## src/rtl/tcp_packet_rx_pkg.sv

```systemverilog
// tcp_packet_rx_pkg: link constants, flag bit indices and receiver state encoding
package tcp_packet_rx_pkg;
    localparam logic [7:0] SOF = 8'hA5;
    localparam logic [7:0] MAXLEN = 8'd16;
    localparam int NSLOTS = 5;
    localparam int FLAG_FIN = 0;
    localparam int FLAG_SYN = 1;
    localparam int FLAG_RST = 2;
    localparam int FLAG_PSH = 3;
    localparam int FLAG_ACK = 4;
    localparam logic [7:0] SPACE = 8'h20;
    localparam logic [127:0] SPACES = {16{SPACE}};
    typedef enum logic [2:0] {S_IDLE, S_SEQ, S_ACK, S_FLAGS, S_LEN, S_PAY, S_CSUM} state_t;
endpackage

```

## src/rtl/tcp_packet_rx_history_shift.sv

```systemverilog
// rx_history_shift: NSLOTS x 128-bit payload history, newest in the low slot
module rx_history_shift
    import tcp_packet_rx_pkg::*;
(
    input  logic                   clk,
    input  logic                   reset,
    input  logic                   load,
    input  logic [127:0]           din,
    output logic [NSLOTS*128-1:0]  history
);
    always_ff @(posedge clk or posedge reset)
        if (reset) history <= {NSLOTS{SPACES}};
        else if (load) history <= {history[(NSLOTS-1)*128-1:0], din};
endmodule

```

## src/rtl/tcp_packet_rx.sv

```systemverilog
// tcp_packet_rx: deframes link bytes into SEQ/ACK/flags/payload, checks sum, keeps history
module tcp_packet_rx
    import tcp_packet_rx_pkg::*;
#(
    parameter int TIMEOUT = 65000
) (
    input  logic                   clk,
    input  logic                   reset,
    input  logic [7:0]             rx_data,
    input  logic                   rx_valid,
    output logic                   packet_ready,
    output logic [31:0]            seq_out,
    output logic [31:0]            ack_out,
    output logic [8:0]             flags_out,
    output logic [127:0]           payload_out,
    output logic [NSLOTS*128-1:0]  history,
    output logic                   frame_err,
    output logic [7:0]             err_count,
    output logic                   busy
);
    state_t state, next;
    logic [3:0] cnt, lenm1;
    logic [15:0] idle_cnt;
    logic [7:0] sum, csum_total;
    logic [31:0] w_seq, w_ack;
    logic [8:0] w_flags;
    logic [127:0] w_pay;
    logic has_pay, timeout, accept, drop;
    always_ff @(posedge clk or posedge reset)
        if (reset) state <= S_IDLE;
        else state <= next;
    always_comb begin
        next = state;
        if (timeout) next = S_IDLE;
        else if (rx_valid)
            case (state)
                S_IDLE:  next = rx_data == SOF ? S_SEQ : S_IDLE;
                S_SEQ:   next = cnt == 4'd3 ? S_ACK : S_SEQ;
                S_ACK:   next = cnt == 4'd3 ? S_FLAGS : S_ACK;
                S_FLAGS: next = cnt == 4'd1 ? S_LEN : S_FLAGS;
                S_LEN:   next = rx_data > MAXLEN ? S_IDLE : rx_data == 8'd0 ? S_CSUM : S_PAY;
                S_PAY:   next = cnt == lenm1 ? S_CSUM : S_PAY;
                default: next = S_IDLE;
            endcase
    end
    always_comb begin
        busy = state != S_IDLE;
        csum_total = sum + rx_data;
        timeout = busy && !rx_valid && idle_cnt == 16'(TIMEOUT - 1);
        accept = rx_valid && state == S_CSUM && csum_total == 8'h00;
        drop = timeout || (rx_valid && ((state == S_LEN && rx_data > MAXLEN) ||
                                        (state == S_CSUM && csum_total != 8'h00)));
    end
    // working registers shadow the frame; visible fields move only on accept
    always_ff @(posedge clk or posedge reset)
        if (reset) begin
            cnt <= '0;
            lenm1 <= '0;
            idle_cnt <= '0;
            sum <= '0;
            w_seq <= '0;
            w_ack <= '0;
            w_flags <= '0;
            w_pay <= SPACES;
            has_pay <= 1'b0;
            packet_ready <= 1'b0;
            frame_err <= 1'b0;
            err_count <= '0;
            seq_out <= '0;
            ack_out <= '0;
            flags_out <= '0;
            payload_out <= SPACES;
        end else begin
            packet_ready <= accept;
            frame_err <= drop;
            if (drop && err_count != 8'hFF) err_count <= err_count + 8'd1;
            cnt <= next != state ? 4'd0 : rx_valid ? cnt + 4'd1 : cnt;
            idle_cnt <= (!busy || rx_valid) ? 16'd0 : idle_cnt + 16'd1;
            if (rx_valid) begin
                sum <= state == S_IDLE ? 8'd0 : csum_total;
                case (state)
                    S_SEQ:   w_seq <= {w_seq[23:0], rx_data};
                    S_ACK:   w_ack <= {w_ack[23:0], rx_data};
                    S_FLAGS: w_flags <= {w_flags[0], rx_data};
                    S_LEN: begin
                        lenm1 <= rx_data[3:0] - 4'd1;
                        has_pay <= rx_data != 8'd0;
                        w_pay <= SPACES;
                    end
                    S_PAY:   w_pay[8*(15-cnt) +: 8] <= rx_data;
                    default: ;
                endcase
            end
            if (accept) begin
                seq_out <= w_seq;
                ack_out <= w_ack;
                flags_out <= w_flags;
                if (has_pay) payload_out <= w_pay;
            end
        end
    rx_history_shift u_hist (
        .clk(clk),
        .reset(reset),
        .load(accept && has_pay),
        .din(w_pay),
        .history(history)
    );
endmodule
```

## config.mk

```make
export PLATFORM = sky130hd
export DESIGN_NAME = tcp_packet_rx
export DESIGN_NICKNAME = d
export VERILOG_FILES = /design/src/rtl/tcp_packet_rx_pkg.sv /design/src/rtl/tcp_packet_rx_history_shift.sv /design/src/rtl/tcp_packet_rx.sv
export SDC_FILE = /design/constraint.sdc
export NUM_CORES = 2
export LEC_CHECK = 0
export ABC_AREA = 1
export BUFFER_PORTS_ARGS = -buffer_cell sky130_fd_sc_hd__buf_2
export CORE_ASPECT_RATIO = 0.8
export CORE_MARGIN = 4
export CORE_UTILIZATION = 35
export CTS_CLUSTER_SIZE = 20
export DETAILED_ROUTE_END_ITERATION = 10
export MAX_ROUTING_LAYER = met4
export SYNTH_ARGS = -nofsm -noshare
export SYNTH_HDL_FRONTEND = slang
export SYNTH_SLANG_ARGS = --single-unit
```

## constraint.sdc

```tcl
create_clock -name clk -period 30.3 [get_ports clk]
set_clock_uncertainty 0.05 [all_clocks]
set_input_delay 3.03 -clock clk [delete_from_list [all_inputs] [get_ports clk]]
set_output_delay 3.03 -clock clk [all_outputs]
set_load 0.01 [all_outputs]
```

# == Word level (Yosys, flattened, before mapping) ==
# Index checks and enable logic that the tools add are counted.
# op_classes
addsub,7
order_cmp,1
eq_ne,13
n_shift,2
mux,16
n_reduce_logical,28
# op_table
cell,count
$pmux W128 S2,1
$bwmux W128,1
$shift A8 B34 Y128 const A,1
$shiftx A8 B34 Y128,1
$neg A32 Y34,1
$pmux W3 S6,1
$add A16 B1 Y16 const B,1
$eq A16 B16 Y1 const B,1
$logic_not A8 Y1,2
$mux W16,1
$reduce_bool A8 Y1,2
$mux W3,4
$reduce_and A2 Y1,6
$eq A3 B3 Y1 const B,3
$logic_and A1 B1 Y1,9
$add A8 B1 Y8 const B,1
$add A8 B8 Y8,1
$eq A8 B8 Y1 const B,1
$gt A8 B5 Y1 const B,1
$mux W4,2
$mux W8,1
$ne A8 B8 Y1 const B,1
$eq A3 B2 Y1 const B,2
$mux W2,3
14 further kinds,19
# word_totals
regBits,1088
inputBits,11

# == Logic depth before layout (Yosys ltp) ==
# depth
depth_word,8
mapped_depth,17

# == Modules after synthesis ==
# A second synthesis with hierarchy kept.
# hier_totals
cells_unflattened,4773
area_unflattened_um2,42504.5
# modules_own_cells
module,instances,cells_each,area_each_um2,seq_area_each_um2
rx_history_shift,1,2703,24048.1,16115.5
tcp_packet_rx,1,2070,18456.5,11250.8

# == Least setup slack after synthesis ==
# Ideal clock, no wire load.
# synth_path
kind,input-to-reg
start,input rx_data[0]
end,register u_hist.history[279]
setup_time_ps,135
arrival_ps,4870
setup_slack_ps,25245
path_stages,17
n_path_buf,3
path_cell_list,ha_1 -> fa_1 -> nand3_1 -> nand3_1 -> nand3_1 -> nand2_1 -> nand2_1 -> nand2_1 -> nor2_1 -> nand2_1 -> inv_2 -> nand3_2 -> buf_6 -> buf_6 -> buf_2 -> nand2_1 -> o21ai_0
# synth_via
elab_chain_len,4
# synth_rtl
item,line_no,rtl
start: declaration,tcp_packet_rx.sv:9,"input logic [7:0] rx_data,"
$add A8 B8 Y8,tcp_packet_rx.sv:48,csum_total = sum + rx_data;
$logic_not A8 Y1,tcp_packet_rx.sv:50,accept = rx_valid && state == S_CSUM && csum_total == 8'h00;
$logic_and A1 B1 Y1,tcp_packet_rx.sv:50,
$logic_and A1 B1 Y1,tcp_packet_rx.sv:104,".load(accept && has_pay),"
end signal: assignment,tcp_packet_rx_history_shift.sv:12,if (reset) history <= {NSLOTS{SPACES}};
end signal: assignment,tcp_packet_rx_history_shift.sv:13,"else if (load) history <= {history[(NSLOTS-1)*128-1:0], din};"
end: declaration,tcp_packet_rx_history_shift.sv:9,output logic [NSLOTS*128-1:0] history
# No other way between the ends.
# A chain may end at the register's enable or synchronous reset.

# == Worst setup path in the final report ==
# layout_path
start,input rx_data[0]
end,register u_hist.history[440]
# The elaborated chain is that of the path after synthesis.

==> results.sh <==
export IMPL_status="completed"
export IMPL_gp_congestion=0.908
export IMPL_clk_pin_slew_ps=60
export IMPL_synth_compound_area_frac=0.124
export IMPL_htreeDepth=3
export IMPL_cp_cell_sequence="buf_2 -> ha_1 -> fa_1 -> nand3_1 -> nand3_1 -> xor2_1 -> nand3_1 -> nor2_1 -> nand2_1 -> inv_2 -> nand3_4 -> buf_4 -> buf_4 -> buf_4 -> buf_4 -> nand2_1 -> o21ai_1"
export IMPL_hold_path_class="flip-flop to flip-flop"
export IMPL_dp_final_hpwl_microns=87200
export IMPL_crit_fanout=120
export IMPL_criticalPathCategory="primary input to flip-flop"
export IMPL_postCtsSetupRepairBufs=0
export IMPL_peakVddDrop_mv=0.0409
export IMPL_synth_avg_cell_area_sq_um=9.29
export IMPL_syn_nets=4286
export IMPL_rows=110
export IMPL_worstSetupStartpointType="primary input"
export IMPL_layout_nets=4957
export IMPL_vias=29500
export IMPL_synth_distinct_cells=40
export IMPL_grt_pass1_vias=27900
export IMPL_initial_core_util=0.352
export IMPL_die_h_microns=309
export IMPL_ys_seq_area_frac=0.610
export IMPL_vias_per_cell=4.52
export IMPL_path_delay_family="buffers and inverters"
export IMPL_grt_pass1_wl_microns=181000
export IMPL_finalSetupTns_ps=0
export IMPL_synthTopCellsByArea="dfrtp_1 55%, nand2_1 10%, o21ai_1 7.7%, inv_1 7.2%, dfstp_2 6.4%"
export IMPL_cts_sinks=960
export IMPL_syn_inst=4260
export IMPL_grt_ovfl_total=0
export IMPL_hold_viol_final=0
export IMPL_finalCriticalPeriod_ps=8640
export IMPL_max_cap_violations=0
export IMPL_slowest_stage="buf_4"
export IMPL_cp_arrival_ps=9220
export IMPL_areaGrowthSynthToFinish_pct=18.9
export IMPL_layout_common_cells="1055 x nand2_1, 864 x dfrtp_1, 862 x buf_2, 753 x inv_1, 608 x o21ai_1"
export IMPL_layout_drive_gt1_share=0.237
export IMPL_synthXorXnorAreaFrac=0.00332
export IMPL_drt_initial_drc_count=2317
export IMPL_path_buf_inv=6
export IMPL_p_per_area_nw_per_um2=63.8
export IMPL_fp_coreArea_sq_um=112000
export IMPL_die_w_microns=384
export IMPL_ios=863
export IMPL_wl_per_cell_microns=18.5
export IMPL_grt_max_degree=225
export IMPL_critPathMaxStageDelay_ps=960
export IMPL_cts_hold_buffers=0
export IMPL_postLayoutCellArea_sq_um=47000
export IMPL_ys_seq_elements=960
export IMPL_portBuffers=862
export IMPL_yosys_area_top_type="dfrtp_1"
export IMPL_fmax_ghz=0.116
export IMPL_die_area_sq_um=119000
export IMPL_leakage_nw=23.0
export IMPL_crit_path_frequent_cell="buf_4"
export IMPL_insertion_delay_ps=710
export IMPL_ant_nets=0
export IMPL_grtUsageTotal=0.205
export IMPL_slew_limit_headroom=0.193
export IMPL_critPathCaptureType="flip-flop"
export IMPL_dr_pass1_iters=5
export IMPL_critPathRequiredTime_ps=30880
export IMPL_netlist_area_sq_um=39600
export IMPL_cts_root_buf="clkbuf_16"
export IMPL_antenna_found_initial=7
export IMPL_wirelength_microns=121000
export IMPL_rsz0062_at_grt="no"
export IMPL_fin_crit_sh=0.285
export IMPL_placed_area_sq_um=43600
export IMPL_yosys_area_top_type_share=0.546
export IMPL_numCtsBuffers=101
export IMPL_p_total_mw=3.00
export IMPL_synthAdderAreaFrac=0.00493
export IMPL_whs_ps=406
export IMPL_cts_repair_resized=0
export IMPL_cts_tree="yes"
export IMPL_worst_pin_slew_ps=1200
export IMPL_final_common_cell="nand2_1"
export IMPL_muxShareOfSynthArea=0
export IMPL_synth_top_family_by_area="buffers and inverters"
export IMPL_setup_violations=0
export IMPL_synthSimpleGateAreaFrac=0.124
export IMPL_maxSlewViolCount=0
export IMPL_drc=0
export IMPL_yosysWarnings=0
export IMPL_cts_path_max_buffers=3
[cells in the mapped netlist]
library cell	number
o21ai_1	608
o21bai_1	2
o31ai_1	1
a21oi_2	7
buf_1	1
nor2_1	63
xnor2_1	5
nand3_1	70
o22a_1	1
a21oi_1	17
nand4_1	11
nor3_1	10
xor2_1	10
nand3b_1	1
buf_2	63
a21oi_4	1
nand2_2	4
nor4_1	8
inv_1	754
clkbuf_1	36
a21boi_1	1
o21ai_0	222
buf_6	87
nand3_2	4
nand2_1	1058
nor3_2	1
and3_1	2
dfrtp_1	864
dfstp_2	96
o22ai_1	62
nor2_4	2
fa_1	1
o41ai_1	15
clkinv_1	4
o41ai_2	1
nor2_2	8
ha_1	14
or2_2	1
buf_4	131
inv_2	13
[through the flow]
step | setup slack (ps) | util | std cells
after floorplan | 377 | - | 4260
after global placement | 20940 | 0.388 | 6340
after detailed placement | 20910 | 0.388 | 6340
after CTS | 21680 | 0.419 | 6529
after global routing | 20930 | 0.419 | 6530
final | 21660 | 0.419 | 6530
[path summary, 6_finish.rpt]
| path | end | cells past startpoint | from | slack [ps] |
|---|---|---|---|---|
| worst max register to register | u_hist.history[440] | 16 | sum[0] | 23780 |
| min in group asynchronous | u_hist.history[545] | 2 | reset | 2460 |
| max in group asynchronous | u_hist.history[490] | 5 | reset | 24670 |
| worst max-delay path | u_hist.history[440] | 17 | rx_data[0] | 21660 |
| worst min-delay path | idle_cnt[0] | 1 | idle_cnt[0] | 410 |
| worst min register to register | idle_cnt[0] | 1 | idle_cnt[0] | 410 |
[worst register-to-register path, cell delays in order (launching register included)]
cell	delay, ps
dfrtp_1	380
ha_1	210
fa_1	410
nand3_1	90
nand3_1	110
xor2_1	180
nand3_1	100
nor2_1	50
nand2_1	90
inv_2	70
nand3_4	690
buf_4	860
buf_4	910
buf_4	1030
buf_4	950
nand2_1	170
o21ai_1	120
[power breakdown]
part / switching (mW) / leakage, nW / internal, mW
clock: 0.540 / 1.69 / 0.731
sequential: 0.0439 / 12.9 / 1.37
combinational: 0.239 / 8.48 / 0.0783
total: 0.823 / 23.0 / 2.18
[per-layer routing]
metal	part of all wire	global-route usage	wire (microns)	vias to the layer above
met5	0	-	0	-
met4	0.019	0.0428	2300	0
met3	0.059	0.0404	7130	143
met2	0.48	0.327	57900	769
met1	0.44	0.273	53800	14100
li1	-	-	-	14500
[cell type report]
| cell class | count | area [sq um] |
|---|---|---|
| fillers | 11300 | 65300 |
| clock buffers | 154 | 3000 |
| well taps | 1512 | 1890 |
| clock inverters | 35 | 423 |
| inverters | 771 | 2900 |
| repair buffers | 886 | 4540 |
| diodes | 1 | 2.50 |
| multi-input cells | 2211 | 10100 |
| flip-flops and latches | 960 | 24100 |
[cell families (layout without fill, tap and decap cells)]
family	count (synthesis)	after routing
AO/OA/AOI/OAI	938	938
buffers and inverters	1089	1846
adder cells (fa/ha/maj)	15	15
flip-flops	960	960
AND/OR/NAND/NOR	1243	1243
other	0	1
XOR/XNOR	15	15
[registers in the layout (all words and copies together), names as in the netlist]
signal / flops
w_pay: 128
packet_ready: 1
has_pay: 1
sum: 8
seq_out: 32
flags_out: 9
ack_out: 32
w_seq: 32
err_count: 8
w_flags: 9
cnt: 4
w_ack: 32
idle_cnt: 16
state: 3
payload_out: 127
u_hist.history: 513
frame_err: 1
lenm1: 4
Power figures use the tool's default switching activity.
